===== config.mk =====
export PLATFORM = sky130hd
export DESIGN_NAME = fetch_arbiter
export DESIGN_NICKNAME = d
export VERILOG_FILES = /design/src/rtl/fetch_arbiter_pkg.sv /design/src/rtl/fetch_arbiter_rr_pick.sv /design/src/rtl/fetch_arbiter.sv
export SDC_FILE = /design/constraint.sdc
export NUM_CORES = 1
export LEC_CHECK = 0
export ABC_AREA = 0
export CORE_MARGIN = 2
export CORE_UTILIZATION = 30
export DETAILED_ROUTE_END_ITERATION = 10
export PLACE_DENSITY = 0.79
export SYNTH_ARGS = -nofsm -noshare
export SYNTH_HDL_FRONTEND = slang
export SYNTH_SLANG_ARGS = --single-unit

===== constraint.sdc =====
create_clock -name clk -period 2 [get_ports clk]
set_clock_uncertainty 0.15 [all_clocks]
set_input_delay 0.4 -clock clk [delete_from_list [all_inputs] [get_ports clk]]
set_output_delay 0.4 -clock clk [all_outputs]
set_load 0.1 [all_outputs]

===== src/rtl/fetch_arbiter_pkg.sv =====
// Shared types for the instruction-fetch arbiter: memory word/address types and FSM states.
// Also provides the pointer-width helper used by the arbiter and its round-robin selector.
package fetch_arbiter_pkg;

  localparam int INSTR_ADDR_W = 32;
  localparam int INSTR_W      = 32;

  typedef logic [INSTR_ADDR_W-1:0] instruction_memory_address_t;
  typedef logic [INSTR_W-1:0]      instruction_t;

  typedef enum logic [1:0] {
    IDLE,
    ISSUE,
    RESPOND
  } fetch_arb_state_t;

  // A single requester still needs a 1-bit pointer.
  function automatic int ptr_width(input int n);
    return (n > 1) ? $clog2(n) : 1;
  endfunction

endpackage


===== src/rtl/fetch_arbiter_rr_pick.sv =====
// rr_pick: combinational round-robin selector, returns the first set request at or after ptr.
// Kept free of fetch specifics so a data-memory arbiter can reuse it.
module rr_pick
  import fetch_arbiter_pkg::*;
#(
  parameter int N = 4,
  parameter int W = ptr_width(N)
) (
  input  logic [N-1:0] req,
  input  logic [W-1:0] ptr,
  output logic [W-1:0] idx,
  output logic         any_valid
);

  int         c;
  logic [W-1:0] cand;
  logic       found;

  // Modulo keeps the scan inside 0..N-1 for non-power-of-two counts.
  always_comb begin
    idx   = '0;
    found = 1'b0;
    c     = 0;
    cand  = '0;
    for (int k = 0; k < N; k++) begin
      c    = (int'(ptr) + k) % N;
      cand = W'(c);
      if (!found && req[cand]) begin
        idx   = cand;
        found = 1'b1;
      end
    end
  end

  assign any_valid = |req;

endmodule


===== src/rtl/fetch_arbiter.sv =====
// fetch_arbiter: round-robin sharing of one instruction-memory read channel among warp fetchers.
// Stall statistics are built only when FETCH_ARB_STATS_EN is defined.
module fetch_arbiter
  import fetch_arbiter_pkg::*;
#(
  parameter int NUM_REQUESTERS = 4
) (
  input  logic                        clk,
  input  logic                        reset_n,
  input  logic [NUM_REQUESTERS-1:0]   req_valid,
  input  instruction_memory_address_t req_address [NUM_REQUESTERS],
  output logic [NUM_REQUESTERS-1:0]   req_ready,
  output instruction_t                req_data,
  output logic                        mem_read_valid,
  output instruction_memory_address_t mem_read_address,
  input  logic                        mem_read_ready,
  input  instruction_t                mem_read_data,
  output logic [31:0]                 stall_cycles
);

  localparam int              PW   = ptr_width(NUM_REQUESTERS);
  localparam logic [PW-1:0]   LAST = PW'(NUM_REQUESTERS - 1);

  fetch_arb_state_t            state, state_next;
  logic [PW-1:0]               rr_ptr, grant_idx, pick_idx;
  logic                        pick_any;
  instruction_memory_address_t addr_q;
  instruction_t                data_q;

  rr_pick #(.N(NUM_REQUESTERS), .W(PW)) u_pick (
    .req       (req_valid),
    .ptr       (rr_ptr),
    .idx       (pick_idx),
    .any_valid (pick_any)
  );

  always_ff @(posedge clk or negedge reset_n) begin
    if (!reset_n) state <= IDLE;
    else          state <= state_next;
  end

  // Outputs decode from state and registers only, so req_valid never reaches mem_read_valid.
  always_comb begin
    state_next     = state;
    mem_read_valid = 1'b0;
    req_ready      = '0;
    case (state)
      IDLE:    if (pick_any) state_next = ISSUE;
      ISSUE: begin
        mem_read_valid = 1'b1;
        if (mem_read_ready) state_next = RESPOND;
      end
      RESPOND: begin
        req_ready  = NUM_REQUESTERS'(1) << grant_idx;
        state_next = IDLE;
      end
      default: state_next = IDLE;
    endcase
  end

  always_ff @(posedge clk or negedge reset_n) begin
    if (!reset_n) begin
      rr_ptr    <= '0;
      grant_idx <= '0;
      addr_q    <= '0;
      data_q    <= '0;
    end else begin
      case (state)
        IDLE: if (pick_any) begin
          grant_idx <= pick_idx;
          addr_q    <= req_address[pick_idx];
        end
        ISSUE:   if (mem_read_ready) data_q <= mem_read_data;
        RESPOND: rr_ptr <= (grant_idx == LAST) ? '0 : grant_idx + PW'(1);
        default: ;
      endcase
    end
  end

  assign mem_read_address = addr_q;
  assign req_data         = data_q;

`ifdef FETCH_ARB_STATS_EN
  logic [NUM_REQUESTERS-1:0] granted_now;
  logic [31:0]               stall_q;

  // In IDLE the requester about to win is not counted as stalled.
  always_comb begin
    granted_now = '0;
    if (state == IDLE) begin
      if (pick_any) granted_now = NUM_REQUESTERS'(1) << pick_idx;
    end else begin
      granted_now = NUM_REQUESTERS'(1) << grant_idx;
    end
  end

  always_ff @(posedge clk or negedge reset_n) begin
    if (!reset_n)
      stall_q <= '0;
    else if ((|(req_valid & ~granted_now)) && (stall_q != 32'hFFFF_FFFF))
      stall_q <= stall_q + 32'd1;
  end

  assign stall_cycles = stall_q;
`else
  assign stall_cycles = '0;
`endif

endmodule


==> results.py, run 1 <==
metrics = {
    "clock_tree": {
        "cts_max_level": 3,
        "cts_buffers": 9,
        "clockRootBuffer": "clkbuf_16",
        "max-clock-path-buffers": 2,
        "insertion_delay_ps": 330,
        "path_clk_slew_ps": 60,
        "cts_sinks": 70,
        "cts_tree": "yes",
    },
    "critical_path": {
        "r2r_setup_slack_ps": 2,
        "cp-start-kind": "flop",
        "reg2reg_depth": 6,
        "worstSetupPathType": "flop to flop",
        "r2r-end": "mem_read_address[15]",
        "crit_path_max_fanout": 11,
        "critPathCapture": "mem_read_address[15]",
        "required_ps": 2060,
        "critPathLaunch": "rr_ptr[1]",
        "crit_top_cell": "mux2i_1",
        "cp.arrival_ps": 2050,
        "worstReg2RegStart": "rr_ptr[1]",
        "crit_path_max_incr_delay_ps": 430,
        "worstPathCellList": "mux2i_1 -> a2bb2oi_2 -> and2_4 -> clkbuf_16 -> mux2i_1 -> o221ai_2",
        "worstSetupEndpointType": "flop",
        "cpMaxStageDelayCell": "dfrtp_2",
    },
    "detailed_routing": {
        "dr.pass1.iters": 4,
        "avgViaCountPerCell": 4.63,
        "wl_per_cell_um": 18.4,
        "wl_um": 14100,
        "drt-initial-drc-count": 114,
        "ant_nets": 0,
        "via_count": 3529,
        "drc": 0,
    },
    "grt": {
        "first_global_vias": 3858,
        "grt_use_met1": 0.181,
        "grt.total_usage": 0.179,
        "met3_usage": 0.0814,
        "grt_pass1_wl_um": 19900,
        "gr-max-usage-layer": "met2",
        "grt_overflow": 0,
        "grt_max_degree": 43,
        "met2_usage": 0.320,
        "antenna_found_initial": 0,
    },
    "place": {
        "hpwl_um": 9890,
        "placement.io_buffers": 235,
        "place_congestion": 0.818,
        "pre_cts_slack_ps": -480,
        "post_dp_cell_area_sq_mm": 0.00723,
        "dp_cells": 731,
    },
    "layout": {
        "drive_gt1_frac": 0.370,
        "fillerInstances": 1002,
        "synthToLayoutAreaGrowth_pct": 99.2,
        "fin_cells": 763,
        "final_cell_mix": "clkdlybuf4s50_1 (161), buf_12 (75), dfrtp_1 (69), mux2i_1 (45)",
        "final_area_sq_mm": 0.00796,
        "final_common_cell": "clkdlybuf4s50_1",
        "nNetsFinal": 753,
        "antenna_cells": 0,
    },
    "floorplanning": {
        "chipWidth_um": 119,
        "placeableCoreArea_sq_mm": 0.0131,
        "die_y_um": 119,
        "pin_count": 268,
        "dieArea_sq_mm": 0.0143,
        "row_count": 42,
        "initial_core_util": 0.304,
    },
    "power_and_ir_drop": {
        "pwr-share-clk": 0.105,
        "seqPwrFrac": 0.177,
        "finalPower_mw": 16.6,
        "ir_worst_vdd_mv": 1.51,
        "pwr-share-comb": 0.718,
        "p_int_mw": 7.88,
        "p_switching_mw": 8.69,
        "p_sw_frac": 0.524,
        "power-per-cell-area_mw_per_mm2": 2080,
        "p_leak_nw": 3.44,
    },
    "sta": {
        "holdWs_ps": 402,
        "worst_slack_ps": 2.25,
        "drv_slew": 0,
        "fin_crit_ps": 2000,
        "finalSetupViolCount": 0,
        "hold_viol": 0,
        "post-route-period-util": 0.999,
        "rsz0062_at_grt": "yes",
        "fmax_ghz": 0.501,
    },
    "yosys": {
        "yosysUniqueCellTypes": 30,
        "ys_ff_latch": 70,
        "ys_top_cells_by_area": "dfrtp_1 (44%), mux2i_1 (16%), o221ai_2 (10%)",
        "syn_area_sq_mm": 0.00400,
        "ys_seq_area_frac": 0.438,
        "post-synth-top-area-cell": "dfrtp_1",
        "avgSynthCellArea_sq_um": 12.4,
        "synth_top_area_frac": 0.438,
        "synth_cells": 323,
        "yosysWarnings": 0,
    },
    "job": {
        "drv_cap": 0,
    },
    "status": {
        "status": "complete, no violations",
    },
    "min_path": {
        "hold_class": "flop to flop",
    },
}
synth_stat cells (all sizes together):
master / count
conb: 1
dfrtp: 70
mux2: 34
and2: 5
inv: 4
nor3b: 1
a211oi: 2
a21bo: 1
or3: 1
a211o: 1
nand3: 1
buf: 47
a21o: 1
nand2: 35
mux2i: 64
ha: 4
o211ai: 1
a2111o: 1
nor2: 3
nor2b: 2
clkbuf: 6
a2bb2oi: 1
nand2b: 2
o21ai: 4
o221ai: 31
per-layer routing:
metal	wire, um	up-vias	part of all wire
met5	0	-	0
met4	289	0	0.021
met3	1440	19	0.10
met2	7390	187	0.53
met1	4950	1695	0.35
li1	-	1628	-
registers in the layout, indices dropped and copies added (netlist names):
signal            flops
mem_read_address     32
grant_idx             2
req_data             32
state                 2
rr_ptr                2
logic make-up after synthesis:
kind of cell / count (synthesis) / share of synthesized area
multiplexers: 98 / 0.256
flip-flops: 70 / 0.438
buffers and inverters: 57 / 0.104
AND/OR/NAND/NOR: 50 / 0.0551
AO/OA/AOI/OAI: 43 / 0.132
adder cells (fa/ha/maj): 4 / 0.0125
other: 1 / 0.000939
critical path, delay by kind of cell (launching register included):
family / cells / cell delay, ps
AO/OA/AOI/OAI: 2 / 310
buffers and inverters: 1 / 240
flip-flops: 1 / 430
multiplexers: 2 / 400
AND/OR/NAND/NOR: 1 / 340
worst min-delay path by stage:
stage	start	endpoint	slack [ps]	depth (start not counted)
after floorplan	reset_n	grant_idx[0]	-50	0
after global placement	reset_n	rr_ptr[1]	210	1
after detailed placement	reset_n	mem_read_address[28]	220	1
after CTS	reset_n	mem_read_address[28]	400	2
after global routing	reset_n	mem_read_address[28]	430	2
final	mem_read_address[10]	mem_read_address[10]	400	2
layout make-up:
cell class / instances / area (sq um) / area share
Clock buffer: 9 / 225 / 0.0283
Clock inverter: 7 / 96.3 / 0.0121
Inverter: 4 / 15.0 / 0.00189
Multi-Input combinational cell: 227 / 2100 / 0.264
Sequential cell: 70 / 1750 / 0.220
Tap cell: 176 / 220 / 0.0277
Timing Repair Buffer: 270 / 3540 / 0.446
what timing repair did:
item / 4_1_cts / 5_1_grt
hold endpoints to repair: 28 / 0
hold buffers: 1 / 0
endpoints found under the setup margin: 35 / 36
cloned: 0 / 9
pin swaps: 0 / 4
buffers inserted: 0 / 6
resized for setup: 5 / 35
per-stage QoR:
| step | setup TNS, ps | util |
|---|---|---|
| floorplan | -84.9 | - |
| global placement | -11870 | 0.550 |
| detailed placement | -14200 | 0.550 |
| CTS | 0 | 0.576 |
| global route | -915 | 0.606 |
| finish | 0 | 0.606 |
power groups by stage:
stage / sequential (mW) / clock [mW] / combinational, mW
after global placement: 2.90 / 0 / 11.2
final: 2.93 / 1.75 / 11.9
after detailed placement: 2.95 / 0 / 11.3
after global routing: 3.02 / 1.85 / 12.3
after floorplan: 7.22 / 0 / 2.75
after CTS: 2.94 / 1.79 / 11.4
(Power assumes the default switching activity.)
==> run 2, diff against run 1 <==
GPL_TIMING_DRIVEN = 0   (was unset)
PLACE_DENSITY = 0.69   (was 0.79)
TNS_END_PERCENT = 30   (was unset)
==> run 2 against run 1 <==
Against the previous run:
- setup slack improved by 40 ps
- core utilization down 4.3 points
- maximum frequency increased by 2.0%
- critical path type is now primary input to flop
- critical endpoint is now mem_read_address[13]
- largest cell class unchanged
- largest power group unchanged
==> results.py, run 2 (same netlist as run 1, synthesis figures left out) <==
metrics = {
    "status": {
        "status": "complete, no violations",
    },
    "critical_path": {
        "cp-start-kind": "primary input",
        "required_ps": 2090,
        "cp.arrival_ps": 2050,
        "worstSetupEndpointType": "flop",
        "r2r-end": "mem_read_address[13]",
        "worstSetupPathType": "primary input to flop",
        "worstReg2RegStart": "state[1]",
        "cpMaxStageDelayCell": "or3_4",
        "crit_path_max_incr_delay_ps": 370,
        "crit_path_max_fanout": 10,
        "worstPathCellList": "dlygate4sd2_1 -> nor2_2 -> a211o_1 -> buf_6 -> or3_4 -> buf_6 -> buf_8 -> o221ai_2",
        "r2r_setup_slack_ps": 40,
        "crit_top_cell": "buf_6",
        "reg2reg_depth": 6,
    },
    "min_path": {
        "hold_class": "primary input to asynchronous set/reset pin",
    },
    "grt": {
        "grt.total_usage": 0.193,
        "first_global_vias": 4036,
        "grt_pass1_wl_um": 21100,
        "antenna_found_initial": 0,
        "grt_overflow": 0,
        "grt_max_degree": 68,
    },
    "detailed_routing": {
        "drc": 0,
        "via_count": 3524,
        "wl_um": 13800,
        "dr.pass1.iters": 4,
        "ant_nets": 0,
        "avgViaCountPerCell": 4.48,
        "drt-initial-drc-count": 78,
        "wl_per_cell_um": 17.6,
    },
    "clock_tree": {
        "insertion_delay_ps": 330,
        "cts_sinks": 70,
        "path_clk_slew_ps": 60,
        "cts_max_level": 3,
        "clockRootBuffer": "clkbuf_16",
        "cts_buffers": 9,
        "cts_tree": "yes",
        "max-clock-path-buffers": 2,
    },
    "layout": {
        "synthToLayoutAreaGrowth_pct": 85.0,
        "finish.utilization": 0.563,
        "drive_gt1_frac": 0.378,
        "final_cell_mix": "clkdlybuf4s50_1 (161), dfrtp_1 (68), clkdlybuf4s15_2 (63), mux2i_1 (46), buf_4 (37)",
        "final_common_cell": "clkdlybuf4s50_1",
        "nNetsFinal": 778,
        "antenna_cells": 0,
        "fillerInstances": 1125,
    },
    "sta": {
        "max-slew-margin-rel": 0.599,
        "fin_crit_ps": 1960,
        "finalSetupViolCount": 0,
        "worst_pin_slew_ps": 602,
        "hold_viol": 0,
        "fmax_ghz": 0.511,
        "rsz0062_at_grt": "yes",
        "drv_slew": 0,
        "post-route-period-util": 0.979,
    },
    "floorplanning": {
        "row_count": 42,
        "pin_count": 268,
        "placeableCoreArea_sq_mm": 0.0131,
        "initial_core_util": 0.304,
        "chipWidth_um": 119,
        "die_y_um": 119,
        "dieArea_sq_mm": 0.0143,
    },
    "power_and_ir_drop": {
        "ir_worst_vdd_mv": 1.59,
        "p_leak_nw": 3.17,
        "power-per-cell-area_mw_per_mm2": 1950,
        "finalPower_mw": 14.4,
    },
    "place": {
        "hpwl_um": 10500,
        "placement.io_buffers": 235,
        "place_congestion": 0.780,
    },
    "job": {
        "drv_cap": 0,
    },
}
==> run 2: changes by cell type in the layout (fill, tap and decap cells not counted), moves of 3 or more <==
cell	previous run	this run
clkbuf_4	0	4
buf_1	0	3
buf_4	18	37
and2_4	5	1
clkbuf_1	0	3
buf_8	1	6
and2_1	0	4
dlymetal6s2s_1	3	0
mux2i_2	17	14
clkbuf_16	16	9
buf_6	2	6
buf_12	75	4
clkdlybuf4s15_2	0	63
==> run 2: metrics by stage <==
stage,setup slack (ps),cells,hold slack (ps),TNS (ps),area [sq um]
after floorplan,-21.2,354,-45.6,-84.9,4120
final,41.9,787,271,0,7390
after CTS,-106,784,241,-116,7280
after detailed placement,-823,766,61.3,-33220,6720
after global placement,-2090,765,319,-175910,6690
after global routing,-32.3,787,264,-132,7390
==> run 2: report_power, final <==
group / leakage, nW / internal [mW] / switching (mW)
Combinational: 2.17 / 2.81 / 7.16
Clock: 0.161 / 1.21 / 0.609
Sequential: 0.841 / 2.14 / 0.452
==> run 2: how the worst max path moves through the flow <==
stage / start / endpoint / slack (ps)
final: req_valid[1] / mem_read_address[13] / 40
after global routing: state[1] / mem_read_address[13] / -30
after CTS: mem_read_address[25] / mem_read_address[25] / -110
after detailed placement: req_valid[3] / mem_read_address[1] / -820
after global placement: reset_n / mem_read_address[16] / -2090
after floorplan: state[1] / req_ready[0] / -20
==> run 2: critical path, delay by kind of cell <==
family / cells / cell delay (ps)
AOI/OAI and AO/OA: 2 / 490
buffers and inverters: 4 / 710
and+or+nand+nor: 2 / 450
==> run 2: metal layers <==
metal | GRT usage | up-vias | part of all wire
li1 | - | 1676 | -
met1 | 0.210 | 1640 | 0.38
met2 | 0.330 | 192 | 0.49
met3 | 0.0843 | 16 | 0.11
met4 | 0.0750 | 0 | 0.018
met5 | 0 | - | 0
==> run 2: cell type report <==
type	count	area, sq um	area share
Buffer	53	475	0.0643
Multi-Input combinational cell	227	2090	0.283
Timing Repair Buffer	242	2500	0.338
Sequential cell	70	1750	0.237
Clock inverter	6	111	0.0151
Inverter	4	15.0	0.00203
Tap cell	176	220	0.0298
Clock buffer	9	225	0.0305
==> run 2: timing repair <==
| item | in CTS | in global routing |
|---|---|---|
| cloned | 0 | 1 |
| hold buffers | 1 | 0 |
| setup endpoints to repair | 103 | 39 |
| hold endpoints to repair | 70 | 0 |
| buffers inserted | 2 | 2 |
| gates resized for setup | 259 | 30 |
| pin swaps | 1 | 2 |
==> run 3, diff against run 2 <==
SETUP_SLACK_MARGIN = 0.3   (was unset)
==> run 3 against run 2 <==
Against the previous run:
- register-to-register slack worse by 20 ps
- global-route usage up 0.75 points
- maximum frequency down 0.78%
- highest routed layer unchanged
==> results.py, run 3 (same netlist as run 1, synthesis figures left out) <==
metrics = {
    "floorplanning": {
        "die_y_um": 119,
        "placeableCoreArea_sq_mm": 0.0131,
        "initial_core_util": 0.304,
        "chipWidth_um": 119,
        "dieArea_sq_mm": 0.0143,
        "row_count": 42,
        "pin_count": 268,
    },
    "min_path": {
        "hold_class": "primary input to asynchronous set/reset pin",
    },
    "power_and_ir_drop": {
        "p_switching_mw": 8.48,
        "p_leak_nw": 3.34,
        "p_int_mw": 6.67,
        "p_sw_frac": 0.559,
        "finalPower_mw": 15.2,
        "pwr-share-comb": 0.709,
        "ir_worst_vdd_mv": 1.53,
        "seqPwrFrac": 0.170,
        "pwr-share-clk": 0.121,
        "power-per-cell-area_mw_per_mm2": 1940,
    },
    "status": {
        "status": "complete, no violations",
    },
    "grt": {
        "grt_use_met1": 0.216,
        "antenna_found_initial": 0,
        "grt.total_usage": 0.200,
        "first_global_vias": 4138,
        "gr-max-usage-layer": "met2",
        "grt_pass1_wl_um": 22000,
        "met3_usage": 0.0862,
        "met2_usage": 0.357,
        "grt_overflow": 0,
        "grt_max_degree": 71,
    },
    "detailed_routing": {
        "wl_um": 14300,
        "ant_nets": 0,
        "via_count": 3669,
        "avgViaCountPerCell": 4.55,
        "drc": 0,
        "wl_per_cell_um": 17.8,
        "dr.pass1.iters": 4,
        "drt-initial-drc-count": 91,
    },
    "critical_path": {
        "critPathCapture": "mem_read_address[15]",
        "cp.arrival_ps": 2030,
        "r2r_setup_slack_ps": 30,
        "crit_path_max_fanout": 6,
        "worstSetupPathType": "flop to flop",
        "r2r-end": "mem_read_address[15]",
        "cp-start-kind": "flop",
        "worstSetupEndpointType": "flop",
        "reg2reg_depth": 8,
        "worstPathCellList": "nand2b_4 -> a21o_1 -> and2_4 -> buf_12 -> buf_12 -> buf_16 -> mux2i_2 -> o221ai_2",
        "required_ps": 2050,
        "crit_top_cell": "buf_12",
        "critPathLaunch": "rr_ptr[1]",
        "crit_path_max_incr_delay_ps": 440,
        "cpMaxStageDelayCell": "dfrtp_2",
        "worstReg2RegStart": "rr_ptr[1]",
    },
    "layout": {
        "final_common_cell": "clkdlybuf4s50_1",
        "fillerInstances": 1093,
        "antenna_cells": 0,
        "final_cell_mix": "clkdlybuf4s50_1 (161), dfrtp_1 (67), buf_4 (53), buf_2 (35)",
        "fin_cells": 806,
        "final_area_sq_mm": 0.00781,
        "drive_gt1_frac": 0.462,
        "final-seq-area_sq_mm": 0.00176,
        "multi_input_area_sq_mm": 0.00248,
        "nNetsFinal": 796,
        "synthToLayoutAreaGrowth_pct": 95.5,
    },
    "place": {
        "dp_cells": 765,
        "placement.io_buffers": 235,
        "place_congestion": 0.750,
        "pre_cts_slack_ps": -810,
        "post_dp_cell_area_sq_mm": 0.00675,
        "hpwl_um": 10500,
    },
    "clock_tree": {
        "cts_tree": "yes",
        "clockRootBuffer": "clkbuf_16",
        "max-clock-path-buffers": 2,
        "cts_buffers": 9,
        "cts_max_level": 3,
        "path_clk_slew_ps": 60,
        "insertion_delay_ps": 330,
        "cts_sinks": 70,
    },
    "sta": {
        "post-route-period-util": 0.987,
        "finalSetupViolCount": 0,
        "rsz0062_at_grt": "yes",
        "fmax_ghz": 0.507,
        "max-slew-margin-rel": 0.388,
        "drv_slew": 0,
        "worst_pin_slew_ps": 917,
        "worst_slack_ps": 26.6,
        "hold_viol": 0,
        "fin_crit_ps": 1970,
    },
    "job": {
        "drv_cap": 0,
    },
}
run 3: cell count changes in the layout (fill, tap and decap cells not counted), sizes merged:
cell | before | now
dlygate4sd3 | 1 | 0
clkbuf | 17 | 42
dlygate4sd2 | 3 | 2
buf | 58 | 118
clkinvlp | 1 | 0
clkdlybuf4s15 | 64 | 1
run 3: metrics by stage:
stage | utilization | hold slack (ps) | TNS, ps
after floorplan | - | -45.6 | 0
after global placement | 0.514 | 320 | -174490
after detailed placement | 0.514 | 321 | -29070
after CTS | 0.594 | 87.9 | 0
after global routing | 0.594 | 124 | -214
final | 0.594 | 53.2 | 0
run 3: worst min path at each step:
stage                           endpoint  slack (ps)  cells past startpoint
finish                       req_data[2]          50                      1
global route                req_data[27]         120                      1
CTS                         req_data[31]          90                      1
detailed placement   mem_read_address[6]         320                      2
global placement    mem_read_address[22]         320                      2
floorplan                   grant_idx[0]         -50                      0
run 3: layer usage:
layer,vias up,part of all wire
met5,-,0
met4,0,0.012
met3,13,0.10
met2,187,0.50
met1,1747,0.38
li1,1722,-
run 3: timing repair:
item	in CTS	in global routing
endpoints found under the setup margin	104	100
setup buffers	20	2
resized for setup	367	166
cloned	4	0
hold buffers	0	0
pin swaps	16	14
run 3: critical path, delay by kind of cell (launching register included):
kind / cells / cell delay, ps
compound gates: 2 / 310
buf+inv: 3 / 420
flops: 1 / 440
mux: 1 / 200
simple gates: 2 / 320
run 3: layout make-up:
cell class,instances,area share
Buffer,52,0.0683
Clock buffer,11,0.0298
Clock inverter,5,0.0138
Inverter,4,0.00192
Multi-Input combinational cell,227,0.318
Sequential cell,70,0.225
Tap cell,176,0.0282
Timing Repair Buffer,261,0.315
run 3: power by group through the flow:
stage | clock network, mW | registers, mW | logic, mW
6_report | 1.83 | 2.57 | 10.7
4_1_cts | 1.88 | 2.57 | 10.8
2_1_floorplan | 0 | 7.22 | 2.81
5_1_grt | 1.94 | 2.65 | 11.2
3_5_place_dp | 0 | 2.57 | 9.92
3_3_place_gp | 0 | 2.53 | 9.85
